File: src/rtl/pconv_feeder_pkg.sv
// Shared definitions for the pointwise-conv pixel feeder.
// Holds the default data geometry and the feeder FSM state encoding.
package pconv_feeder_pkg;

  localparam int N_DEFAULT          = 16;  // bits per channel element
  localparam int CHANNEL_DEFAULT    = 6;   // channels per pixel
  localparam int INPUT_SIZE_DEFAULT = 6;   // feature-map side length

  typedef enum logic [1:0] {
    ST_IDLE     = 2'd0,  // filling the buffer, waiting for start
    ST_STREAM   = 2'd1,  // presenting pixels to the conv
    ST_WAIT_END = 2'd2   // all pixels taken, waiting for conv_end
  } feeder_state_t;

endpackage

File: src/rtl/pconv_feeder_fmap_buf.sv
// Feature-map buffer: DEPTH x W register array.
// Ports:
//   clk      - clock
//   i_we     - write enable (synchronous write)
//   i_waddr  - write address
//   i_wdata  - write data
//   i_raddr  - read address (asynchronous read)
//   o_rdata  - read data; zero for addresses past the last entry
module pconv_feeder_fmap_buf #(
  parameter int W     = 96,
  parameter int DEPTH = 36,
  parameter int AW    = 6
) (
  input  logic          clk,
  input  logic          i_we,
  input  logic [AW-1:0] i_waddr,
  input  logic [W-1:0]  i_wdata,
  input  logic [AW-1:0] i_raddr,
  output logic [W-1:0]  o_rdata
);

  localparam logic [AW-1:0] LAST_ADDR = AW'(DEPTH - 1);

  logic [W-1:0] r_mem [DEPTH];

  always_ff @(posedge clk) begin
    if (i_we && (i_waddr <= LAST_ADDR)) begin
      r_mem[i_waddr] <= i_wdata;
    end
  end

  // The read counter can sit one past the last entry while the final
  // pixel is on the output; that address must not index the array.
  assign o_rdata = (i_raddr <= LAST_ADDR) ? r_mem[i_raddr] : '0;

endmodule

File: src/rtl/pconv_feeder.sv
// Transmit side of the pointwise-conv pixel stream.
// Captures one feature map written by the previous layer, then on start
// streams it in raster order and waits for the conv end flag before done.
// Ports:
//   clk, rst_n  - clock, synchronous active-low reset
//   wr_vld/din  - pixel write from upstream layer; wr_full when frame held
//   start       - stream request (accepted only when wr_full)
//   busy, done  - busy from accepted start until the one-cycle done pulse
//   pix_*       - output stream towards conv input_vld/input_din
//   conv_end    - downstream conv_dout_end
//   dbg_state   - current FSM state
// Handshake: a pixel transfers on a cycle where pix_vld && pix_ready;
// once pix_vld is high, pix_vld and pix_dout stay stable until transfer.
module pconv_feeder
  import pconv_feeder_pkg::*;
#(
  parameter int N          = N_DEFAULT,
  parameter int CHANNEL    = CHANNEL_DEFAULT,
  parameter int INPUT_SIZE = INPUT_SIZE_DEFAULT
) (
  input  logic                 clk,
  input  logic                 rst_n,
  input  logic                 wr_vld,
  input  logic [CHANNEL*N-1:0] wr_din,
  output logic                 wr_full,
  input  logic                 start,
  output logic                 busy,
  output logic                 done,
  output logic                 pix_vld,
  output logic [CHANNEL*N-1:0] pix_dout,
  input  logic                 pix_ready,
  input  logic                 conv_end,
  output feeder_state_t        dbg_state
);

  localparam int DEPTH = INPUT_SIZE * INPUT_SIZE;
  localparam int W     = CHANNEL * N;
  localparam int AW    = $clog2(DEPTH + 1);
  localparam logic [AW-1:0] DEPTH_CNT = AW'(DEPTH);

  feeder_state_t r_state, w_state_nxt;
  logic [AW-1:0] r_wcnt, w_wcnt_nxt;
  logic [AW-1:0] r_rcnt, w_rcnt_nxt;
  logic          r_pix_vld, w_pix_vld_nxt;
  logic [W-1:0]  r_pix_dout, w_pix_dout_nxt;
  logic          r_busy, w_busy_nxt;
  logic          r_done, w_done_nxt;
  logic          r_wr_full, w_wr_full_nxt;
  logic          r_seen_low, w_seen_low_nxt;
  logic          w_we;
  logic [AW-1:0] w_raddr;
  logic [W-1:0]  w_rdata;

  // Entry 0 is needed on the start cycle; afterwards the read counter
  // points at the next pixel to present.
  assign w_raddr = (r_state == ST_IDLE) ? '0 : r_rcnt;

  pconv_feeder_fmap_buf #(
    .W     (W),
    .DEPTH (DEPTH),
    .AW    (AW)
  ) u_buf (
    .clk     (clk),
    .i_we    (w_we),
    .i_waddr (r_wcnt),
    .i_wdata (wr_din),
    .i_raddr (w_raddr),
    .o_rdata (w_rdata)
  );

  always_ff @(posedge clk) begin
    if (!rst_n) begin
      r_state    <= ST_IDLE;
      r_wcnt     <= '0;
      r_rcnt     <= '0;
      r_pix_vld  <= 1'b0;
      r_pix_dout <= '0;
      r_busy     <= 1'b0;
      r_done     <= 1'b0;
      r_wr_full  <= 1'b0;
      r_seen_low <= 1'b0;
    end else begin
      r_state    <= w_state_nxt;
      r_wcnt     <= w_wcnt_nxt;
      r_rcnt     <= w_rcnt_nxt;
      r_pix_vld  <= w_pix_vld_nxt;
      r_pix_dout <= w_pix_dout_nxt;
      r_busy     <= w_busy_nxt;
      r_done     <= w_done_nxt;
      r_wr_full  <= w_wr_full_nxt;
      r_seen_low <= w_seen_low_nxt;
    end
  end

  always_comb begin
    w_state_nxt    = r_state;
    w_wcnt_nxt     = r_wcnt;
    w_rcnt_nxt     = r_rcnt;
    w_pix_vld_nxt  = r_pix_vld;
    w_pix_dout_nxt = r_pix_dout;
    w_busy_nxt     = r_busy;
    w_done_nxt     = 1'b0;
    w_wr_full_nxt  = r_wr_full;
    w_we           = 1'b0;
    // conv_end idles high, so a frame may only end after it has been
    // seen low at some point during this frame.
    w_seen_low_nxt = r_seen_low | (r_busy & ~conv_end);

    unique case (r_state)
      ST_IDLE: begin
        if (start && r_wr_full) begin
          w_pix_dout_nxt = w_rdata;
          w_pix_vld_nxt  = 1'b1;
          w_rcnt_nxt     = AW'(1);
          w_busy_nxt     = 1'b1;
          w_seen_low_nxt = 1'b0;
          w_state_nxt    = ST_STREAM;
        end else if (wr_vld && (r_wcnt < DEPTH_CNT)) begin
          w_we          = 1'b1;
          w_wcnt_nxt    = r_wcnt + 1'b1;
          w_wr_full_nxt = (r_wcnt == (DEPTH_CNT - 1'b1));
        end
      end
      ST_STREAM: begin
        if (r_pix_vld && pix_ready) begin
          if (r_rcnt < DEPTH_CNT) begin
            w_pix_dout_nxt = w_rdata;
            w_rcnt_nxt     = r_rcnt + 1'b1;
          end else begin
            w_pix_vld_nxt = 1'b0;
            w_state_nxt   = ST_WAIT_END;
          end
        end
      end
      ST_WAIT_END: begin
        if (conv_end && r_seen_low) begin
          w_done_nxt    = 1'b1;
          w_busy_nxt    = 1'b0;
          w_wcnt_nxt    = '0;
          w_wr_full_nxt = 1'b0;
          w_state_nxt   = ST_IDLE;
        end
      end
      default: w_state_nxt = ST_IDLE;
    endcase
  end

  assign wr_full   = r_wr_full;
  assign busy      = r_busy;
  assign done      = r_done;
  assign pix_vld   = r_pix_vld;
  assign pix_dout  = r_pix_dout;
  assign dbg_state = r_state;

endmodule

File: config.mk
export PLATFORM = sky130hd
export DESIGN_NAME = pconv_feeder
export DESIGN_NICKNAME = d
export VERILOG_FILES = /design/src/rtl/pconv_feeder_pkg.sv /design/src/rtl/pconv_feeder_fmap_buf.sv /design/src/rtl/pconv_feeder.sv
export SDC_FILE = /design/constraint.sdc
export NUM_CORES = 2
export LEC_CHECK = 0
export CAP_MARGIN = 20
export CORE_UTILIZATION = 45
export CTS_CLUSTER_DIAMETER = 80
export DETAILED_ROUTE_END_ITERATION = 12
export GPL_TIMING_DRIVEN = 0
export PLACE_DENSITY = 0.67
export SYNTH_ARGS = -nofsm -noshare
export SYNTH_HDL_FRONTEND = slang
export SYNTH_SLANG_ARGS = --single-unit
export TNS_END_PERCENT = 30
File: constraint.sdc
create_clock -name clk -period 9.9 [get_ports clk]
set_input_delay 2.475 -clock clk [delete_from_list [all_inputs] [get_ports clk]]
set_output_delay 2.475 -clock clk [all_outputs]
set_load 0.01 [all_outputs]
==> impl.org <==
** STA
- Final setup slack of the worst path :: 4380 ps
- For the final routed database, the setup TNS stands at 0 ps.
- For the finished layout, the period the worst path requires is about 5500 ps.
- Setup repair after global routing left no endpoint under its margin.
- Worst Skew :: between 70 and 80 ps
- Dividing the final minimum period by the clock period gives 0.558.
- Worst slew margin :: 0.0790
- For the pin with the worst max-slew slack, the measured transition is 1380 ps.
- Post-Route Hold Slack :: 517 ps
- Final Hold Violating Endpoints :: 0
- Setup violations remaining at the end of the flow were counted as 0.
- Max-slew violation count :: 0
- Derived from the worst setup path, the maximum achievable clock frequency is 181 MHz.

** Final layout
- Post-layout nets :: ~9400
- Multi-input combinational cell area :: 0.0298 sq mm
- Commonest cells after routing, fill and taps aside :: sky130_fd_sc_hd__edfxtp_1, sky130_fd_sc_hd__o21ai_0, sky130_fd_sc_hd__a21oi_1
- At the end of the flow the core is filled with cells to 0.533.
- Signed area change from the synthesized netlist to the final layout :: 17.6%
- The sequential cells in the finished layout cover a total of 0.106 sq mm.
- Filler cells :: 24000
- After routing the design area is between 0.15 and 0.2 sq mm.
- Share of cells above drive strength 1 :: 0.152
- Commonest non-fill, non-tap cell in the layout :: sky130_fd_sc_hd__edfxtp_1

** Route
- Number of nets with antenna violations after detailed routing :: 0
- Avg WL per Cell :: about 36 microns
- Across all layers, the routed design uses roughly 90000 vias.
- The pre-antenna-repair detailed-routing pass consisted of 9 iterations.
- Vias per cell :: 6.57
- Summed over all layers, the routed wires come to between 400000 and 500000 microns.
- Remaining DRCs :: 0
- Initial detailed-routing violation count :: 15600

** Yosys
- Yosys printed 0 warnings.
- Top post-synthesis cells by area :: sky130_fd_sc_hd__edfxtp_1, sky130_fd_sc_hd__mux2i_1, sky130_fd_sc_hd__o21ai_0
- Averaged over all synthesized cells, the footprint is 16.4 sq um.
- Post-synthesis cell area :: 0.139 sq mm
- Of the post-synthesis cell area, the dominant cell type holds 0.747.
- Number of synthesized register bits :: 3571
- Fraction of the yosys area taken by sequential cells :: 0.764
- Of all flip-flops after synthesis, the portion carrying an async set or reset was 0.
- Of all cell types, the one taking the most synthesized area is sky130_fd_sc_hd__edfxtp_1.
- In this run, distinct cell masters in the synthesized netlist total 80.
- The number of nets handed over by synthesis was 8571.
- In the synthesized netlist the dominant register cell turns out to be sky130_fd_sc_hd__edfxtp_1.
- Count of mapped cells out of synthesis :: 8467
- Number of enable-type register cells in the synthesized netlist :: ~3500

** Setup path
- Setup CP Type :: in -> reg
- Startpoint types :: primary input
- STA puts the critical path data arrival time at between 6000 and 7000 ps.
- STA classifies the critical path endpoint as a flip-flop.
- Of all nets on the critical path, the largest fanout is 20.
- For the worst setup path, the data required time is 10470 ps.

** Placement
- Before CTS, the worst setup slack after placement is 3580 ps.
- Placed inst area :: 0.151 sq mm
- Port buffering added between 200 and 250 buffers.
- Final estimated routing congestion in global placement :: 0.986
- Detailed placement finished with a half-perimeter wire length of 348000 microns.

** Clock network
- Clock root cell :: sky130_fd_sc_hd__clkbuf_16
- Number of sinks on the clock net :: 3571
- Cts bufs inserted :: 352
- Clock tree from TritonCTS :: done
- After clock tree synthesis, the clock-pin slew on the worst setup and hold paths is 60 ps.
- The later pin in the worst-skew pair is clocked with a latency of around 950 ps.
- In this run, post-CTS repair resized a total of 0 instances.
- CTS H-Tree Depth :: 5
- Hold repair after CTS inserted 0 buffers.
- Buffers added to address setup during post-CTS repair amount to 0.
- Counting along the longest clock path gives a buffer depth of 4.

** GRT
- Summed over all layers, the global routing overflow is 0.
- The initial antenna violation count was between 60 and 70.
- Entering global routing, the biggest net connects 37 pins.
- All-layer global routing usage :: 0.310
- Vias in the first global route :: 86200
- Global-route wire length before repair :: 670000 microns

** Power and ir drop
- Summed over all cells, the static leakage comes to around 50 nW.
- IR analysis of the VDD net gives a maximum drop of 0.150 mV.
- Power per Cell Area :: approximately 190 mW/mm^2

** Floorplan
- The die is about 560 microns wide.
- The floorplan step defined a die boundary enclosing 0.311 sq mm.
- Count of pins on the block boundary :: just over 200
- Row generation in the floorplan step produced a little over 200 rows.
- Initial standard-cell utilization of the core :: 0.453
- Core footprint :: 0.307 sq mm
- The floorplan step set the die height to 558 microns.

** Job
- Across the run, the number of max-cap violations was 0.

** Status
- The run finished with clean final reports.

** Hold path
- Class of the worst hold path :: reg -> reg
==> final timing paths <==
path                              startpoint                  end  slack (ps)  cells past startpoint
worst max-delay path                   start  u_buf.r_mem[24][77]        4380                      9
worst min-delay path              r_seen_low           r_seen_low         520                      2
worst max register to register  dbg_state[1]         pix_dout[74]        4950                     10
worst min register to register    r_seen_low           r_seen_low         520                      2
==> layout make-up <==
| class | instances | area share |
|---|---|---|
| flip-flops and latches | 3571 | 0.649 |
| multi-input cells | 4155 | 0.182 |
| clock buffers | 444 | 0.0576 |
| repair buffers | 487 | 0.0464 |
| well taps | 4100 | 0.0314 |
| plain buffers | 645 | 0.0185 |
| clock inverters | 195 | 0.0114 |
| inverters | 96 | 0.00221 |
| diodes | 52 | 0.000797 |
==> cell families after synthesis <==
logic type / share of synthesized area
AND/OR/NAND/NOR: 0.0349
buffers and inverters: 0.0243
flip-flops: 0.764
XOR/XNOR: 0.000315
adder cells (fa/ha/maj): 0.000180
AO/OA/AOI/OAI: 0.118
multiplexers: 0.0588
==> state kept, by name, summed over array words and instances (netlist names), 2 cells and up <==
name and flops:
pix_dout 96, r_rcnt 6, r_wcnt 6, dbg_state 2
u_buf.r_mem 3456
==> stage by stage <==
stage               instances  power, mW
floorplan                8467       17.1
global placement        12800       17.5
detailed placement      13000       17.5
CTS                     13700       30.5
global route            13700       31.1
finish                  13700       30.6
==> cell usage after synthesis, types with 30 or more instances <==
cell type                     n
sky130_fd_sc_hd__a21oi_1    467
sky130_fd_sc_hd__edfxtp_1  3456
sky130_fd_sc_hd__a211o_1     32
sky130_fd_sc_hd__nor2_1     284
sky130_fd_sc_hd__o21ai_0    508
sky130_fd_sc_hd__a221oi_1   265
sky130_fd_sc_hd__buf_2      228
sky130_fd_sc_hd__inv_1       94
sky130_fd_sc_hd__mux2_2     190
sky130_fd_sc_hd__a311oi_1    30
sky130_fd_sc_hd__a222oi_1    34
sky130_fd_sc_hd__o22ai_1    144
sky130_fd_sc_hd__buf_1       37
sky130_fd_sc_hd__nand2_1    393
sky130_fd_sc_hd__clkbuf_1   308
sky130_fd_sc_hd__o211ai_1    61
sky130_fd_sc_hd__o221ai_1   171
sky130_fd_sc_hd__o32ai_1     30
sky130_fd_sc_hd__a211oi_1    63
sky130_fd_sc_hd__a221o_1     99
sky130_fd_sc_hd__mux4_2      67
sky130_fd_sc_hd__dfxtp_1    115
sky130_fd_sc_hd__nand2b_1    93
sky130_fd_sc_hd__a31oi_1    179
sky130_fd_sc_hd__nor3_1     113
sky130_fd_sc_hd__buf_4       60
sky130_fd_sc_hd__mux2i_1    452
sky130_fd_sc_hd__nand3_1     39
==> per-layer routing <==
| metal | global-route usage | part of all wire | up-vias |
|---|---|---|---|
| met5 | 0 | 0.00056 | - |
| met2 | 0.460 | 0.44 | 7448 |
| li1 | - | - | 36100 |
| met1 | 0.390 | 0.35 | 45300 |
| met4 | 0.181 | 0.067 | 33 |
| met3 | 0.114 | 0.15 | 1406 |
==> report_power, final <==
group	switching [mW]	internal, mW	leakage, nW
registers	0.0219	16.6	32.1
clock network	5.79	7.56	5.50
logic	0.429	0.170	13.1
total	6.24	24.3	50.6
==> critical path: stages <==
cell	delay, ps
sky130_fd_sc_hd__clkdlybuf4s50_1	500
sky130_fd_sc_hd__nand2_1	210
sky130_fd_sc_hd__nand3_1	130
sky130_fd_sc_hd__nor2_1	280
sky130_fd_sc_hd__nand3_1	700
sky130_fd_sc_hd__nor2_4	1000
sky130_fd_sc_hd__buf_12	300
sky130_fd_sc_hd__buf_16	220
sky130_fd_sc_hd__buf_16	210
No activity file was read; power rests on OpenSTA's default activity.
